$ cat config.mk
export PLATFORM = sky130hd
export DESIGN_NAME = program_loader
export DESIGN_NICKNAME = d
export VERILOG_FILES = /design/src/rtl/program_loader.sv
export SDC_FILE = /design/constraint.sdc
export NUM_CORES = 1
export LEC_CHECK = 0
export CAP_MARGIN = 15
export CORE_MARGIN = 5
export CORE_UTILIZATION = 50
export DETAILED_ROUTE_END_ITERATION = 10
export PLACE_DENSITY = 0.7
export RECOVER_POWER = 25
export SYNTH_ARGS = -nofsm -noshare
export SYNTH_HDL_FRONTEND = slang
export SYNTH_SLANG_ARGS = --single-unit
$ cat constraint.sdc
create_clock -name clk -period 3.8 [get_ports clk]
set_input_delay 0.38 -clock clk [delete_from_list [all_inputs] [get_ports clk]]
set_output_delay 0.38 -clock clk [all_outputs]
set_load 0.02 [all_outputs]
$ cat src/rtl/program_loader.sv
// program_loader: boot-time loader that packs a UART byte stream into RV32I words,
// writes them to instruction memory and releases the core once the image checksum verifies.
module program_loader #(
    parameter int ADDR_W = 14,
    parameter logic [7:0] ACK_OK = 8'hAA,
    parameter logic [7:0] ACK_ERR = 8'h55
) (
    input  logic              clk,
    input  logic              rst,
    input  logic              rx_valid,
    input  logic [7:0]        rx_data,
    input  logic              tx_ready,
    output logic              tx_valid,
    output logic [7:0]        tx_data,
    output logic              imem_we,
    output logic [ADDR_W-1:0] imem_addr,
    output logic [31:0]       imem_wdata,
    output logic              busy,
    output logic              cpu_start,
    output logic              error
);
    typedef enum logic [2:0] {S_LEN, S_DATA, S_CSUM, S_ACK, S_DONE} state_t;
    localparam logic [32:0] MAX_WORDS = 33'd1 << ADDR_W;
    state_t state, state_nx;
    logic [31:0] len, cnt, len_full, word;
    logic [23:0] buf_w;
    logic [7:0] acc;
    logic [1:0] bidx;
    logic ok_r, len_bad, last_word;
    assign len_full  = {rx_data, len[31:8]};
    assign word      = {rx_data, buf_w};
    assign len_bad   = {1'b0, len_full} > MAX_WORDS;
    assign last_word = cnt + 32'd1 == len;
    assign tx_valid  = state == S_ACK;
    assign cpu_start = state == S_DONE;
    assign busy      = state == S_DATA || state == S_CSUM || state == S_ACK || (state == S_LEN && bidx != 2'd0);
    always_comb begin
        state_nx = state;
        case (state)
            S_LEN:   if (rx_valid && bidx == 2'd3) state_nx = len_bad ? S_ACK : (len_full == 32'd0 ? S_CSUM : S_DATA);
            S_DATA:  if (rx_valid && bidx == 2'd3 && last_word) state_nx = S_CSUM;
            S_CSUM:  if (rx_valid) state_nx = S_ACK;
            S_ACK:   if (tx_ready) state_nx = ok_r ? S_DONE : S_LEN;
            default: state_nx = state;
        endcase
    end
    always_ff @(posedge clk) begin
        if (rst) begin
            state      <= S_LEN;
            len        <= '0;
            cnt        <= '0;
            buf_w      <= '0;
            acc        <= '0;
            bidx       <= '0;
            ok_r       <= 1'b0;
            imem_we    <= 1'b0;
            imem_addr  <= '0;
            imem_wdata <= '0;
            tx_data    <= '0;
            error      <= 1'b0;
        end else begin
            state   <= state_nx;
            imem_we <= 1'b0;
            if (rx_valid && (state == S_LEN || state == S_DATA)) bidx <= bidx + 2'd1;
            if (rx_valid && state == S_LEN) begin
                len <= len_full;
                if (bidx == 2'd0) error <= 1'b0;
                if (bidx == 2'd3 && len_bad) begin
                    tx_data <= ACK_ERR;
                    ok_r    <= 1'b0;
                end
            end
            // low three bytes shift in; the fourth completes the word directly
            if (rx_valid && state == S_DATA) begin
                acc   <= acc ^ rx_data;
                buf_w <= {rx_data, buf_w[23:8]};
                if (bidx == 2'd3) begin
                    imem_we    <= 1'b1;
                    imem_wdata <= word;
                    imem_addr  <= cnt[ADDR_W-1:0];
                    cnt        <= cnt + 32'd1;
                end
            end
            if (rx_valid && state == S_CSUM) begin
                ok_r    <= rx_data == acc;
                tx_data <= rx_data == acc ? ACK_OK : ACK_ERR;
            end
            if (state == S_ACK && tx_ready && !ok_r) begin
                error     <= 1'b1;
                cnt       <= '0;
                acc       <= '0;
                len       <= '0;
                imem_addr <= '0;
            end
        end
    end
endmodule

==> impl.org <==
** Yosys
- Synthesis handed over a netlist of 903 instances.
- By area the synthesized netlist is led by dfxtp_1, nand2_1, a21oi_1.
- The most common cell in the synthesized netlist is nand2_1.
- Most common flop cell mapped by yosys :: dfxtp_1
- Largest area contributor in the synthesized netlist :: dfxtp_1
- After synthesis, the share of flip-flops with an asynchronous set or reset is 0%.
- Number of synthesized flops with an enable pin :: 0
- Each instance of the synthesized netlist takes up on average 7.75 sq um.
- Sequential area share after synthesis :: 43.2%
- Post-synthesis register bit count :: 151
- Fraction of synthesized cell area taken by the top area cell type :: 43.2%
- Synth top cells by count :: nand2_1, dfxtp_1, a21oi_1
- The Yosys step of the flow raised 0 warnings.
- Area of the mapped netlist :: 7000 sq um
- Synthesized netlist net count :: 918
- Yosys mapped the design onto 60 distinct sky130hd cell types.

** Worst setup path
- Sum of buffers and inverters on the critical path :: 0
- Worst endpoint data arrival time :: 3440 ps
- Required time of the worst setup path :: 4070 ps
- The worst setup path is of the reg -> reg kind.
- Largest stage delay, worst path :: 600 ps
- Series of cell instances along the critical path :: ha_1 -> nand3_2 -> or4_1 -> or4b_1 -> a22oi_1 -> nand4_1 -> nor4_2 -> nor3b_2 -> a2111oi_2
- Sort of element at the end of the critical path :: flip-flop
- RR Startpoint :: cnt[0]
- The largest individual stage delay along the critical path comes from the cell or4_1.
- Of all nets on the critical path, the largest fanout is 9.
- Setup crit start kind :: flip-flop
- In this run the worst setup path begins at cnt[0].
- Gate family responsible for the most delay along the worst path :: simple AND/OR/NAND/NOR gates

** Routing
- Drt pass-1 iters :: 5
- DRC violations left :: 0
- Number of vias per cell :: 5.41
- Wires add up to 17200 microns.
- For this block, the initial DRC count from the detailed router was 548.
- Via Count :: 6097
- Dividing the detail-routed wire length by the instance count gives 15.3 microns.
- Once detail routing completed, the nets flagged for antenna violations numbered 0.

** Timing
- Minimum clock period after layout :: 3160 ps
- Setup violations remaining at the end of the flow were counted as 0.
- Setup repair after global routing left no endpoint under its margin.
- Final Hold Fails :: 0
- Period utilization :: 83.2%
- Max Clock Freq :: 0.316 GHz
- For the pin with the worst max-slew slack, the measured transition is 1110 ps.
- Post-route setup TNS :: 0 ps
- The count of final max-slew check failures is 0.
- In this run the tightest slew margin relative to its limit is 26.1%.
- Setup clock skew after layout :: 8.00 ps

** Die
- The die is 128 microns tall.
- Number of placement rows :: 43
- Floorplan die width :: 128 microns
- Starting density of the core :: 50.6%
- The die covers 16500 sq um.
- Pin placement for this block handled 71 I/O pins.
- Core Footprint :: 13800 sq um

** Cells and area
- Number of inserted filler cells in the final layout :: 1277
- Fraction of final layout cells sized beyond drive strength 1 :: 6.12%
- Layout net count :: 949
- Layout overhead on the synthesized area :: 18.2%
- Ant. Diodes :: 0
- Measured on the finished design, the core utilization comes to 59.8%.

** Global routing
- Vias in the first global route :: 5621
- Global routing used 21.8% of the available tracks.
- Summed over all layers, the global routing overflow is 0.
- First-pass GRT wire length :: 28600 microns
- Pin count of the biggest net entering global routing :: 87
- Number of antenna violations at the first check in global routing :: 0

** Run status
- Outcome :: completed

** Place
- The congestion estimate from routability-driven global placement came to 0.905.
- Once detailed placement completed, the half-perimeter wirelength came to 11700 microns.
- In this run the tool buffered the top-level ports with 70 buffer cells.

** Clocking
- CTS placed an instance of clkbuf_16 at the clock tree root.
- The clock passes through at most 2 buffers.
- Post-CTS Hold Fix Bufs :: 0
- Clock slew at the register clock pins of the worst setup and hold paths :: 60 ps
- For this design, the sink count on the clock tree is 151.
- H-tree level count :: 4
- TritonCTS built the clock tree.
- Post-CTS setup buffer count :: 0
- Cts bufs inserted :: 17
- Post-CTS repair changed the size of 0 cells.
- Worst skew pair latency :: 420 ps

** Flow run
- Max-cap violations in this run came to 0.

** Pwr
- Leakage :: 2.95 nW
- IR analysis of the VDD net gives a maximum drop of 0.000423 V.
- Power spread over the standard cell area amounts to 492 nW/um^2.

** Hold path
- The worst hold path begins at imem_wdata[5].
- Worst hold path class :: reg -> reg
==> cells by family (layout without fill, tap and decap cells) <==
family / after synthesis / after routing / share of synthesized area [%]
flip-flops: 151 / 151 / 43.2
buffers and inverters: 78 / 122 / 4.95
multiplexers: 5 / 5 / 0.715
AND/OR/NAND/NOR: 420 / 420 / 27.6
XOR/XNOR: 79 / 79 / 9.89
adder cells (fa/ha/maj): 3 / 3 / 0.537
AO/OA/AOI/OAI: 167 / 167 / 13.1
==> worst register-to-register path, delay by kind of cell, from the launching register on <==
| kind | cells | cell delay (ps) |
|---|---|---|
| adder cells (fa/ha/maj) | 1 | 280 |
| flip-flops | 1 | 480 |
| AND/OR/NAND/NOR | 6 | 2040 |
| AO/OA/AOI/OAI | 2 | 230 |
==> cells in the final DEF, fill, tap and decap left out, drive strengths merged, types with 3 or more instances in the layout <==
| cell type | Yosys | layout |
|---|---|---|
| a21oi | 123 | 123 |
| and4 | 5 | 5 |
| buf | 23 | 9 |
| bufinv | 0 | 3 |
| clkbuf | 43 | 21 |
| clkdlybuf4s50 | 0 | 21 |
| clkinv | 0 | 4 |
| clkinvlp | 0 | 3 |
| dfxtp | 151 | 151 |
| dlygate4sd3 | 0 | 48 |
| ha | 3 | 3 |
| inv | 12 | 13 |
| mux2i | 5 | 5 |
| nand2 | 243 | 243 |
| nand3 | 18 | 18 |
| nand4 | 16 | 16 |
| nor2 | 63 | 63 |
| nor2b | 3 | 3 |
| nor3 | 16 | 16 |
| nor3b | 5 | 5 |
| nor4 | 15 | 15 |
| o211ai | 4 | 4 |
| o21ai | 20 | 20 |
| or2 | 5 | 5 |
| or3 | 12 | 12 |
| or4 | 3 | 3 |
| xnor2 | 26 | 26 |
| xor2 | 53 | 53 |
==> stage by stage <==
step                      total power, mW  std cells  hold WS [ps]  cell area (sq um)  setup slack (ps)
after floorplan                      2.23        903           432               7000              1050
after global placement               2.42       1095           440               7680               732
after detailed placement             2.42       1095           445               7680               675
after CTS                            4.10       1127           454               8270               663
after global routing                 4.26       1127           469               8270               507
final                                4.07       1127           449               8270               638
==> final cells by class <==
cell class	count	area [sq um]	area share, %
multi-input cells	674	3630	43.9
well taps	180	225	2.72
clock inverters	11	149	1.80
clock buffers	21	440	5.33
inverters	12	45.0	0.545
flip-flops and latches	151	3020	36.6
repair buffers	78	756	9.14
==> state kept, by name, indices dropped and copies added (netlist names) <==
signal      count
cnt            32
imem_wdata     32
len            32
buf_w          24
imem_addr      14
acc             8
state           3
bidx            2
tx_data         2
error           1
imem_we         1
==> final timing paths <==
kind	endpoint	slack (ps)	cells after the start
worst min-delay path	imem_wdata[5]	450	2
worst max-delay path	state[0]	640	9
worst max register to register	state[0]	640	9
worst min register to register	imem_wdata[5]	450	2
==> per-layer routing <==
metal  global-route usage, %  up-vias  share of wire [%]
met4                    6.30        0                1.3
met5                       0        -                  0
met3                    5.17       19                5.8
li1                        -     3093                  -
met1                    31.1     2824                 48
met2                    32.6      161                 45
==> power breakdown <==
group	leakage, nW	total (mW)	switching, mW	internal, mW
Combinational	1.46	0.626	0.407	0.219
Clock	0.278	1.68	0.649	1.03
Sequential	1.22	1.76	0.106	1.66
No activity file was read; power rests on OpenSTA's default activity.
==> variant (config.mk and constraints unchanged) <==
Register the output `error` once more, with the module's reset; this adds one clock of latency there. The other outputs are not delayed to match.
--- a/src/rtl/program_loader.sv
+++ b/src/rtl/program_loader.sv
@@ -22,4 +22,6 @@
     typedef enum logic [2:0] {S_LEN, S_DATA, S_CSUM, S_ACK, S_DONE} state_t;
     localparam logic [32:0] MAX_WORDS = 33'd1 << ADDR_W;
+
+    logic error_s0;
     state_t state, state_nx;
     logic [31:0] len, cnt, len_full, word;
@@ -58,5 +60,5 @@
             imem_wdata <= '0;
             tx_data    <= '0;
-            error      <= 1'b0;
+            error_s0   <= 1'b0;
         end else begin
             state   <= state_nx;
@@ -65,5 +67,5 @@
             if (rx_valid && state == S_LEN) begin
                 len <= len_full;
-                if (bidx == 2'd0) error <= 1'b0;
+                if (bidx == 2'd0) error_s0 <= 1'b0;
                 if (bidx == 2'd3 && len_bad) begin
                     tx_data <= ACK_ERR;
@@ -87,5 +89,5 @@
             end
             if (state == S_ACK && tx_ready && !ok_r) begin
-                error     <= 1'b1;
+                error_s0  <= 1'b1;
                 cnt       <= '0;
                 acc       <= '0;
@@ -95,4 +97,12 @@
         end
     end
+    always_ff @(posedge clk) begin
+        if (rst) begin
+            error <= '0;
+        end else begin
+            error <= error_s0;
+        end
+    end
+
 endmodule
 
Behaviour: not the same (a bounded check fails within 10 cycles, from zero or initial values and one cycle with rst high).
==> variant against the unedited design <==
The run now ends with capacitance limit, slew limit left. Worst setup slack better by 0.12 ns. Power is 1.3% higher. Global-route usage shrank 1.2 points. Routed wire length down 6.1%. Sequential cell count increased by 1. Clock skew hardly changed. Synthesized area shrank 2.1%. Design area is 1.3% lower. Critical endpoint is now state[1]. Largest power group unchanged.
==> variant: results (changes against the unedited design) <==
Placement
  • Placed Cells: 1070 (was 1095)
  • Final Wtd Congestion: 0.8734 (was 0.9052)
  • Worst slack at placement: 0.8205 ns (was 0.6755 ns)
  • Half-perimeter wire length after detailed placement: 11.11 mm (was 11.72 mm)

Cells and area
  • Fraction of layout instances using a drive strength above 1: 5.742% (was 6.125%)
  • NumNets Final: 928 (was 949)

Critical path
  • Destination of the worst register-to-register timing path: state[1] (was state[0])
  • R2R Setup Slk: 0.76 ns (was 0.64 ns)
  • Worst reg2reg path startpoint: cnt[2] (was cnt[0])
  • Worst-case reg-to-reg path depth: 8 (was 9)
  • Worst path arrival time: 3.25 ns (was 3.44 ns)

Detailed routing
  • Vias per cell: 5.327 (was 5.410)
  • Routed wire length: 16.16 mm (was 17.20 mm)
  • Number of DRC markers after the initial detailed-route iteration: 535 (was 548)

Run status
  • Result of the run: complete, but fails checks (was completed)
  • Failing checks: capacitance limit, slew limit

Synth
  • Number of instances in the synthesized netlist: 882 (was 903)
  • Top post-synthesis cells by count: 236 x sky130_fd_sc_hd__nand2_1, 152 x sky130_fd_sc_hd__dfxtp_1, 113 x sky130_fd_sc_hd__a21oi_1 (was 242 x sky130_fd_sc_hd__nand2_1, 151 x sky130_fd_sc_hd__dfxtp_1, 123 x sky130_fd_sc_hd__a21oi_1)
  • Register area share after synthesis: 44.43% (was 43.20%)
  • Post-Synthesis Net Count: 897 (was 918)

Job
  • Max-cap check violation count: 1 (was 0)

Pwr
  • Leakage: 2.897 nW (was 2.953 nW)

Global route
  • Fraction of met2 tracks used by global routing: 30.01% (was 32.64%)
  • Total routing usage reported by global routing: 20.62% (was 21.77%)
  • Pin count of the biggest net entering global routing: 69 (was 87)
  • Met3 track utilization from global routing: 4.508% (was 5.167%)
  • Via count of the first global-routing pass: 5314 (was 5621)
  • Wire length of the first global-routing pass: 27.03 mm (was 28.59 mm)

Hold path
  • Start point of the worst min-delay path: imem_addr[7] (was imem_wdata[5])

Timing
  • Max-slew violations: 69 (was 0)
  • Slew of the pin with the lowest slew margin: 2.962 ns (was 1.106 ns)
[variant: metal layers]
metal	wire, µm	part of all wire [%]	vias up
li1	-	-	2998
met1	7947	49	2690
met2	7045	44	136
met3	842	5.2	30
met4	325	2.0	0
met5	0	0	-
[variant: cells by family (layout without fill, tap and decap cells)]
logic type,count (synthesis),after routing,share of synthesized area (%)
AO/OA/AOI/OAI,151,151,12.20
flip-flops,152,152,44.43
AND/OR/NAND/NOR,421,421,27.29
adder cells (fa/ha/maj),3,3,0.5481
multiplexers,5,5,0.7673
XOR/XNOR,80,80,10.23
buffers and inverters,70,111,4.530
[variant: per-stage QoR]
step / hold slack, ns / total power, mW / instance area [µm²]
detailed placement: 0.4456 / 2.378 / 7550
global route: 0.4702 / 4.301 / 8158
floorplan: 0.4321 / 2.212 / 6849
CTS: 0.4537 / 4.150 / 8162
finish: 0.4485 / 4.123 / 8158
global placement: 0.4395 / 2.370 / 7550
[variant: worst max path at each step]
stage          cells after the start       end    from  slack (ns)
4_1_cts                            8  state[0]  cnt[2]        0.81
2_1_floorplan                     10  state[0]  cnt[1]        1.09
3_5_place_dp                       8  state[0]  cnt[2]        0.82
6_report                           8  state[1]  cnt[2]        0.76
5_1_grt                            8  state[1]  cnt[2]        0.43
3_3_place_gp                       8  state[0]  cnt[2]        0.91
[variant: worst max-delay path, cell delays in order, from the launching register on]
cell	delay, ns
sky130_fd_sc_hd__dfxtp_1	0.48
sky130_fd_sc_hd__nand4_1	0.25
sky130_fd_sc_hd__or3_4	0.47
sky130_fd_sc_hd__nor3_1	0.58
sky130_fd_sc_hd__nand4_1	0.23
sky130_fd_sc_hd__o41ai_1	0.46
sky130_fd_sc_hd__nor4_1	0.11
sky130_fd_sc_hd__nand4_1	0.17
sky130_fd_sc_hd__o41ai_2	0.07
[variant: power by group through the flow]
stage / registers (mW) / logic [mW] / clock network (mW)
finish: 1.77 / 0.579 / 1.77
floorplan: 1.76 / 0.451 / 0
global placement: 1.80 / 0.569 / 0
global route: 1.78 / 0.646 / 1.87
CTS: 1.77 / 0.578 / 1.80
detailed placement: 1.80 / 0.575 / 0
[variant: cell type report]
cell class	instances	area [µm²]
tap	176	220.2
timing repair buffer	77	757.0
fill	1226	5190
sequential	152	3043
multi-input combinational	660	3507
clock buffer	19	432.9
clock inverter	10	178.9
inverter	5	18.77
